--- src/rtl/pc_sequencer.sv ---
// Program-counter controller for the fetch path: owns PC, sequences the
// half-adder incrementor against branch redirects, halt requests and fetch handshake.
module pc_sequencer #(
    parameter int               WIDTH        = 4,
    parameter logic [WIDTH-1:0] RESET_VECTOR = '0,
    parameter int               CNT_W        = 8
) (
    input  logic             CLK,
    input  logic             RST,
    input  logic             START,
    input  logic             HALT_REQ,
    input  logic             BR_VALID,
    input  logic [WIDTH-1:0] BR_TARGET,
    input  logic             FETCH_READY,
    output logic             FETCH_VALID,
    output logic [WIDTH-1:0] PC,
    output logic             WRAP,
    output logic             HALTED,
    output logic [CNT_W-1:0] FETCH_CNT,
    output logic [1:0]       DBG_STATE
);

    // Handshake: a fetch is accepted in any cycle where FETCH_VALID and
    // FETCH_READY are both high; while VALID is high and READY low the offered
    // PC is held, except that BR_VALID flushes the offer and redirects PC.

    typedef enum logic [1:0] {
        ST_IDLE  = 2'd0,
        ST_FETCH = 2'd1,
        ST_HALT  = 2'd2
    } state_e;

    localparam int NSTG = WIDTH / 4;

    state_e           state_q, state_d;
    logic [WIDTH-1:0] pc_q, pc_d;
    logic [CNT_W-1:0] cnt_q, cnt_d;
    logic             fetch_valid_q, fetch_valid_d;
    logic             halted_q, halted_d;
    logic             wrap_q, wrap_d;
    logic             accept;

    logic [NSTG:0]    stg_carry;
    logic [WIDTH-1:0] pc_inc;

    // Chain of 4-bit half-adder incrementors with a constant carry-in of 1.
    assign stg_carry[0] = 1'b1;

    for (genvar g = 0; g < NSTG; g++) begin : g_inc
        logic [4:0] c;
        assign c[0] = stg_carry[g];
        for (genvar b = 0; b < 4; b++) begin : g_ha
            assign pc_inc[4*g+b] = pc_q[4*g+b] ^ c[b];
            assign c[b+1]        = pc_q[4*g+b] & c[b];
        end
        assign stg_carry[g+1] = c[4];
    end

    assign accept = fetch_valid_q & FETCH_READY;

    always_comb begin
        state_d = state_q;
        pc_d    = pc_q;
        cnt_d   = cnt_q;
        wrap_d  = 1'b0;

        case (state_q)
            ST_IDLE: begin
                if (BR_VALID) pc_d = BR_TARGET;
                if (START)    state_d = ST_FETCH;
            end
            ST_FETCH: begin
                if (BR_VALID) begin
                    pc_d = BR_TARGET;
                end else if (accept) begin
                    pc_d   = pc_inc;
                    wrap_d = stg_carry[NSTG];
                end
                if (accept && (cnt_q != {CNT_W{1'b1}})) cnt_d = cnt_q + CNT_W'(1);
                if (HALT_REQ) state_d = ST_HALT;
            end
            ST_HALT: begin
                if (BR_VALID)             pc_d = BR_TARGET;
                if (START && !HALT_REQ)   state_d = ST_FETCH;
            end
            default: state_d = ST_IDLE;
        endcase

        fetch_valid_d = (state_d == ST_FETCH);
        halted_d      = (state_d == ST_HALT);
    end

    always_ff @(posedge CLK or posedge RST) begin
        if (RST) begin
            state_q       <= ST_IDLE;
            pc_q          <= RESET_VECTOR;
            cnt_q         <= '0;
            fetch_valid_q <= 1'b0;
            halted_q      <= 1'b0;
            wrap_q        <= 1'b0;
        end else begin
            state_q       <= state_d;
            pc_q          <= pc_d;
            cnt_q         <= cnt_d;
            fetch_valid_q <= fetch_valid_d;
            halted_q      <= halted_d;
            wrap_q        <= wrap_d;
        end
    end

    assign FETCH_VALID = fetch_valid_q;
    assign PC          = pc_q;
    assign WRAP        = wrap_q;
    assign HALTED      = halted_q;
    assign FETCH_CNT   = cnt_q;
    assign DBG_STATE   = state_q;

endmodule

--- config.mk ---
export PLATFORM = sky130hd
export DESIGN_NAME = pc_sequencer
export DESIGN_NICKNAME = d
export VERILOG_FILES = /design/src/rtl/pc_sequencer.sv
export SDC_FILE = /design/constraint.sdc
export NUM_CORES = 1
export LEC_CHECK = 0
export ABC_AREA = 1
export CAP_MARGIN = 0
export CORE_ASPECT_RATIO = 0.7
export CORE_UTILIZATION = 46
export DETAILED_ROUTE_END_ITERATION = 8
export GPL_ROUTABILITY_DRIVEN = 1
export MAX_ROUTING_LAYER = met4
export PLACE_DENSITY_LB_ADDON = 0.08
export REMOVE_ABC_BUFFERS = 1
export SLEW_MARGIN = 20
export SYNTH_ARGS = -nofsm -noshare
export SYNTH_HDL_FRONTEND = slang
export SYNTH_SLANG_ARGS = --single-unit
--- constraint.sdc ---
create_clock -name CLK -period 1.7 [get_ports CLK]
set_input_delay 0.17 -clock CLK [delete_from_list [all_inputs] [get_ports CLK]]
set_output_delay 0.17 -clock CLK [all_outputs]
set_load 0.02 [all_outputs]
==> results of run 1 <==
## registers in the layout (all words and copies together), names as in the netlist
| name | count |
|---|---|
| FETCH_VALID | 1 |
| PC | 4 |
| DBG_STATE | 2 |
| HALTED | 1 |
| WRAP | 1 |
| FETCH_CNT | 8 |
## cells in the mapped netlist, drive strengths merged
library cell | count | area share [%]
nand2 | 59 | 24
nand3b | 2 | 1.6
nand4 | 2 | 1.3
nand3 | 9 | 6.0
nor2 | 10 | 6.9
xor2 | 2 | 1.8
inv | 12 | 4.7
xnor2 | 1 | 0.91
ha | 4 | 5.2
clkinv | 1 | 0.52
o21bai | 1 | 0.78
o21ai | 5 | 2.6
dfrtp | 17 | 44
## final timing paths
path | slack [ns] | cells past startpoint | endpoint
setup / recovery | 0.1 | 1 | DBG_STATE[1]
hold / removal | 0.19 | 3 | PC[1]
setup reg to reg | 0.25 | 8 | FETCH_CNT[1]
hold reg to reg | 0.53 | 2 | PC[2]
max in group asynchronous | 1.31 | 3 | DBG_STATE[0]
min in group CLK | 0.49 | 5 | PC[2]
## per-layer routing
| layer | global-route usage, % | vias to the layer above |
|---|---|---|
| met2 | 32.7 | 23 |
| met5 | - | - |
| met1 | 27.5 | 400 |
| met3 | 6.77 | 2 |
| li1 | - | 457 |
| met4 | 5.49 | 0 |
## power by group through the flow
| stage | registers (mW) | clock network (mW) | logic [mW] |
|---|---|---|---|
| floorplan | 0.830 | 0 | 0.373 |
| global placement | 0.692 | 0 | 0.876 |
| detailed placement | 0.704 | 0 | 0.888 |
| CTS | 0.696 | 0.225 | 0.891 |
| global route | 0.721 | 0.243 | 0.967 |
| finish | 0.697 | 0.217 | 0.880 |
## cells by family after synthesis
logic type	count (synthesis)	share of synthesized area [%]
AOI/OAI and AO/OA	6	3.36
xor gates and xnor gates	3	2.72
adders and majority gates	4	5.17
buffers and inverters	13	5.17
DFF	17	44.0
and+or+nand+nor	82	39.6
## worst min-delay path, stage by stage
cell and delay (ns):
clkdlybuf4s50_1 0.40, inv_1 0.05, buf_4 0.24
## cell type report
| cell class | count | area, sq um | share of cell area, % |
|---|---|---|---|
| well taps | 22 | 27.5 | 2.13 |
| repair buffers | 27 | 268 | 20.8 |
| flip-flops and latches | 17 | 427 | 33.1 |
| inverters | 13 | 50.0 | 3.88 |
| multi-input cells | 95 | 492 | 38.1 |
| clock buffers | 4 | 26.3 | 2.04 |
==> impl_metrics.ini, run 1 <==
[clock_network]
cts_resized = 0
clkTransAtPathRegs_ns = 0.10
cts_hold_buf = 0
cts-root-buf = clkbuf_4
cts_setup_buffers = 0
clk_path_buf_depth = 2
cts_sinks = 17
cts_max_level = 1
clock_latency_ns = 0.29
cts_tree = yes
cts_inserted_buffers = 3

[final_layout]
final_common_cell = nand2_1
fillers = 175
nets = 171
final_cell_mix = nand2_1 (55), clkdlybuf4s50_1 (26), dfrtp_1 (16)
layout-drive-gt1-share_pct = 10.9
layout.cells.non_filler = 178
areaGrowthSynthToFinish_pct = 33.4
postLayoutCoreUtil_pct = 67.2
diodes = 0
design_area_sq_um = 1290

[timing]
layout_worst_path_cycle_share_pct = 94.1
min_period_ns = 1.60
tightestPinTransition_ns = 0.250
fin_tns_setup_ns = 0
slew_headroom_pct = 83.3
slew_violations = 0
max_freq_mhz = 625
finalWorstSetupSlack_ns = 0.100
fin_skew_ns = 0.00565
rsz0062_at_grt = false
hold_ws_ns = 0.186
setup_viol = 0
hold_violations = 0

[critical_path]
max_stage_delay_ns = 0.65
cp_top_family = buffers and inverters
crit_path_start_kind = register
cp.arrival_ns = 1.43
critical_path.max_fanout = 4
r2r_start = FETCH_CNT[0]
crit_buf_inv = 1
worst-setup-path-type = reg -> out
crit_required_ns = 1.53
critPathSlowestCell = clkdlybuf4s50_1
startpoint = DBG_STATE[1]
crit_path_cell_trace = clkdlybuf4s50_1
critPathCaptureType = primary output

[place]
placedCellCount = 174
placed_area_sq_um = 1260
portBuffers = 26
hpwl_um = 1630
gp_congestion = 0.821
pre_cts_slack_ns = 0.264

[power]
combPwrFrac_pct = 49.0
power_density_nw_per_um2 = 1390
p_leak_nw = 0.642
power_mw = 1.79
peakVddDrop_mv = 0.956
switching_power_mw = 0.781
internal-power_mw = 1.01
p_clk_share_pct = 12.1
power_frac_seq_pct = 38.8
swShare_pct = 43.5

[global_route]
grt_pass1_wl_um = 3360
grt_usage_pct = 21.2
grt_pass1_vias = 749
grt_max_degree = 18
antenna_found_initial = 0
gr-total-overflow = 0

[routing]
wl_met3_um = 94
highest_layer = met4
routed_wl_um = 2120
wl_per_cell_um = 11.9
met1_length_um = 1100
first_pass_iters = 6
postRouteAntennaNets = 0
routed_via_density = 4.96
drt_iter0_drc = 27
drcViolationCount = 5
vias = 882
wl_met2_um = 917

[floorplan]
rows = 13
die_h_um = 40.4
die_area_sq_um = 2290
die_w_um = 56.8
start_util_pct = 50.4
core_sq_um = 1920
io_pins = 27

[yosys]
ys_types = 20
ys_warn_count = 0
syn_inst = 125
syn_area_per_cell_sq_um = 7.74
ys_ff_latch = 17
ys_seq_area_share_pct = 44.0
syn_area_sq_um = 967

[run]
maxCapViolCount = 0

[outcome]
violations = DRC
status = finished with violations

[min_path]
holdCritPathClass = in -> async
(Power assumes the default switching activity.)
==> run 2: changes to the inputs <==
--- a/config.mk
+++ b/config.mk
@@ -9,4 +9,5 @@
 export CAP_MARGIN = 0
 export CORE_ASPECT_RATIO = 0.7
+export CORE_MARGIN = 10
 export CORE_UTILIZATION = 46
 export DETAILED_ROUTE_END_ITERATION = 8
==> constraint.sdc (replaced) <==
create_clock -name CLK -period 1.7 [get_ports CLK]
set_input_delay 0.51 -clock CLK [delete_from_list [all_inputs] [get_ports CLK]]
set_output_delay 0.51 -clock CLK [all_outputs]
set_load 0.02 [all_outputs]
==> run 2 against run 1 <==
Effect of this change: the run now ends clean; combinational power up 5.6%; die area grew 90%; final area increased by 1.2%; sequential cell count is the same; sequential share of layout area shrank 0.48 points; global-route usage down 9.0 points; clock-buffer cell count is the same; critical path type unchanged; largest cell class unchanged; highest routed layer unchanged.
==> impl_metrics.ini, run 2 (synthesis results as in run 1) <==
[outcome]
status = finished clean

[floorplan]
die_w_um = 74.8
io_pins = 27
core_sq_um = 1920
start_util_pct = 50.4
die_area_sq_um = 4370
rows = 13
die_h_um = 58.4

[min_path]
holdCritPathClass = in -> async

[routing]
first_pass_iters = 5
vias = 888
routed_via_density = 4.85
drt_iter0_drc = 43
postRouteAntennaNets = 0
routed_wl_um = 2320
wl_per_cell_um = 12.7
drcViolationCount = 0

[timing]
setup_viol = 0
slew_violations = 0
layout_worst_path_cycle_share_pct = 94.9
fin_tns_setup_ns = 0
slew_headroom_pct = 84.6
tightestPinTransition_ns = 0.231
rsz0062_at_grt = false
fin_skew_ns = 0.0108
hold_violations = 0
max_freq_mhz = 620
min_period_ns = 1.61

[run]
maxCapViolCount = 0

[clock_network]
clock_latency_ns = 0.30
cts_max_level = 1
clkTransAtPathRegs_ns = 0.10
cts_tree = yes
cts_sinks = 17
clk_path_buf_depth = 2
cts-root-buf = clkbuf_4
cts_inserted_buffers = 3
cts_setup_buffers = 0

[final_layout]
layout-drive-gt1-share_pct = 13.0
final_common_cell = nand2_1
nets = 176
diodes = 0
largest_reg_flops = 8
areaGrowthSynthToFinish_pct = 34.9
postLayoutCoreUtil_pct = 68.0
final_cell_mix = nand2_1 (55), dfrtp_1 (17), dlygate4sd2_1 (17)

[power]
power_density_nw_per_um2 = 1360
p_leak_nw = 0.727
peakVddDrop_mv = 1.17

[place]
hpwl_um = 1900
gp_congestion = 0.784
portBuffers = 26

[critical_path]
crit_path_cell_trace = dlygate4sd2_1
crit_path_start_kind = register
crit_required_ns = 1.19
cp_top_family = flip-flops
crit_buf_inv = 1
reg2regPathDepth = 9
max_stage_delay_ns = 0.44
cp.arrival_ns = 1.10
critPathCaptureType = primary output
path_depth = 1
critPathSlowestCell = dfrtp_1
critical_path.max_fanout = 5
worst-setup-path-type = reg -> out

[global_route]
grt_usage_pct = 12.2
antenna_found_initial = 0
grt_max_degree = 18
gr-total-overflow = 0
grt_pass1_vias = 852
grt_pass1_wl_um = 3940
run 2: layout make-up:
cell class	count	area (sq um)
clock buffers	4	26.3
flip-flops and latches	17	425
well taps	22	27.5
fillers	182	614
inverters	13	50.0
multi-input cells	95	492
repair buffers	32	284
run 2: report_power, final:
group | internal [mW] | switching [mW] | total, mW | leakage, nW
registers | 0.530 | 0.0914 | 0.622 | 0.222
clock network | 0.0914 | 0.130 | 0.221 | 0.0150
logic | 0.356 | 0.573 | 0.929 | 0.490
total | 0.977 | 0.794 | 1.77 | 0.727
run 2: what timing repair did:
item | in CTS | in global routing
hold buffers | 0 | 0
resized for setup | 17 | 0
setup endpoints to repair | 17 | 0
run 2: per-stage QoR:
stage	instances	instance area, sq um	power (mW)	setup WS [ns]	hold slack, ns
global placement	179	1300	1.64	0.0564	0.500
detailed placement	179	1300	1.67	0.0298	0.510
global route	183	1310	1.94	0.00604	0.540
floorplan	125	967	1.20	0.260	0.436
finish	183	1310	1.77	0.0871	0.519
CTS	183	1310	1.80	0.0644	0.522
run 2: final timing paths:
path / startpoint / end / slack, ns
worst max-delay path: FETCH_CNT[4] / FETCH_CNT[4] / 0.09
worst min-delay path: RST / FETCH_CNT[3] / 0.52
worst max register to register: FETCH_CNT[0] / FETCH_CNT[5] / 0.19
worst min register to register: PC[3] / PC[3] / 0.53
max in group asynchronous: RST / DBG_STATE[0] / 0.98
min in group CLK: PC[3] / PC[3] / 0.53
run 2: metal layers:
layer | share of wire (%) | routed length (um) | vias up | global-route usage, %
li1 | - | - | 463 | -
met5 | 0 | 0 | - | -
met1 | 47 | 1090 | 394 | 14.5
met2 | 45 | 1050 | 29 | 18.1
met4 | 0.95 | 22 | 0 | 4.84
met3 | 6.9 | 161 | 2 | 4.69
run 2: tightest hold or removal path, cell delays in order:
cell	delay, ns
clkdlybuf4s50_1	0.40
inv_1	0.05
buf_4	0.23
==> run 3: changes to the inputs <==
Clock period 1.7 ns to 1.5 ns, I/O delays scaled along.
==> run 3 against run 2 <==
Effect of this change: critical path type unchanged; clock-buffer cell count unchanged; final area grew 6.2%; global-route usage fell by 0.089 points; first-iteration DRC count is 44% higher; clock power increased by 12%; routed wire length increased by 2.5%; combinational power rose by 21%; register-to-register slack got worse by 0.10 ns; sequential share of layout area decreased by 1.9 points; critical path depth is the same.
==> impl_metrics.ini, run 3 (synthesis results as in run 1) <==
[floorplan]
start_util_pct = 50.4
core_sq_um = 1920
die_area_sq_um = 4370
io_pins = 27
rows = 13
die_w_um = 74.8
die_h_um = 58.4

[critical_path]
cp.arrival_ns = 1.01
reg2regPathDepth = 7
r2r_start = PC[0]
startpoint = FETCH_CNT[3]
worst-setup-path-type = reg -> out
path_depth = 1
ff2ff_setup_slack_ns = 0.09
critPathCaptureType = primary output
reg2reg_to = PC[3]
critical_path.max_fanout = 2
crit_path_end = FETCH_CNT[3]
critPathSlowestCell = dfrtp_1
crit_required_ns = 1.05
crit_path_cell_trace = dlygate4sd2_1
max_stage_delay_ns = 0.39
cp_top_family = flip-flops
crit_buf_inv = 1
crit_path_start_kind = register

[final_layout]
fillers = 164
layout.cells.non_filler = 192
final_common_cell = nand2_1
areaGrowthSynthToFinish_pct = 43.3
seq_area_sq_um = 425
diodes = 0
nets = 185
final_cell_mix = nand2_1 (54), dfrtp_1 (17), buf_4 (14)
largest_reg_flops = 8
layout-drive-gt1-share_pct = 21.8
multi_input_area_sq_um = 509
design_area_sq_um = 1390

[clock_network]
cts_inserted_buffers = 3
cts_sinks = 17
cts-root-buf = clkbuf_4
cts_hold_buf = 0
clk_path_buf_depth = 2
clkTransAtPathRegs_ns = 0.10
cts_tree = yes
cts_max_level = 1
clock_latency_ns = 0.29

[outcome]
status = finished clean

[timing]
finalWorstSetupSlack_ns = 0.0394
hold_violations = 0
fin_skew_ns = 0.00676
layout_worst_path_cycle_share_pct = 97.4
min_period_ns = 1.46
slew_headroom_pct = 83.3
max_freq_mhz = 685
slew_violations = 0
hold_ws_ns = 0.463
setup_viol = 0
tightestPinTransition_ns = 0.250

[power]
internal-power_mw = 1.15
switching_power_mw = 0.923
power_mw = 2.07
p_clk_share_pct = 11.9
p_leak_nw = 0.751
combPwrFrac_pct = 53.9
swShare_pct = 44.6
peakVddDrop_mv = 1.03
power_frac_seq_pct = 34.2
power_density_nw_per_um2 = 1490

[routing]
routed_wl_um = 2380
wl_per_cell_um = 12.4
vias = 912
drt_iter0_drc = 62
routed_via_density = 4.75
postRouteAntennaNets = 0
drcViolationCount = 0
first_pass_iters = 4

[place]
placed_area_sq_um = 1360
hpwl_um = 1890
pre_cts_slack_ns = -0.110
portBuffers = 26
placedCellCount = 187
gp_congestion = 0.812

[global_route]
antenna_found_initial = 0
grt_usage_pct = 12.1
grt_pass1_vias = 922
gr-total-overflow = 0
grt_pass1_wl_um = 4020
grt_max_degree = 18

[min_path]
holdCritPathClass = in -> async

[run]
maxCapViolCount = 0
run 3: cell types whose count changed in the layout (fill, tap and decap cells not counted):
cell | before | now
nand2_2 | 4 | 5
clkdlybuf4s15_1 | 0 | 6
ha_4 | 0 | 1
buf_2 | 0 | 1
buf_4 | 6 | 14
clkbuf_2 | 0 | 3
nand2_1 | 55 | 54
ha_2 | 0 | 1
buf_6 | 0 | 1
ha_1 | 4 | 2
dlygate4sd2_1 | 17 | 7
run 3: timing repair:
item                       in CTS  in global routing
pin swaps                       0                  3
resized for setup              20                 17
buffers inserted                0                  1
setup endpoints to repair      17                 17
run 3: worst min path at each step:
stage | startpoint | end | slack, ns
finish | RST | FETCH_CNT[2] | 0.46
CTS | RST | DBG_STATE[1] | 0.47
global route | RST | DBG_STATE[1] | 0.50
detailed placement | PC[3] | PC[3] | 0.51
global placement | PC[1] | PC[1] | 0.50
floorplan | RST | DBG_STATE[0] | 0.38
run 3: metal layers:
| metal | global-route usage [%] | vias to the layer above | part of all wire [%] |
|---|---|---|---|
| li1 | - | 481 | - |
| met1 | 13.8 | 406 | 47 |
| met2 | 19.8 | 23 | 46 |
| met3 | 4.86 | 2 | 6.3 |
| met4 | 1.88 | 0 | 0.55 |
| met5 | - | - | 0 |
run 3: layout make-up:
cell class	count	share of cell area (%)
sequential	17	30.7
inverter	13	3.61
tap	22	1.99
multi-input combinational	95	36.7
timing repair buffer	41	25.1
clock buffer	4	1.90
run 3: power groups by stage:
stage | combinational, mW | sequential [mW] | clock [mW]
2_1_floorplan | 0.423 | 0.941 | 0
3_3_place_gp | 1.19 | 0.702 | 0
3_5_place_dp | 1.20 | 0.710 | 0
4_1_cts | 1.11 | 0.697 | 0.258
5_1_grt | 1.24 | 0.733 | 0.283
6_report | 1.12 | 0.709 | 0.247
run 3: through the flow:
step | setup TNS [ns] | utilization, %
2_1_floorplan | 0 | -
6_report | 0 | 72.2
3_3_place_gp | -0.463 | 70.9
5_1_grt | -0.000196 | 72.2
3_5_place_dp | -0.642 | 70.9
4_1_cts | 0 | 71.3
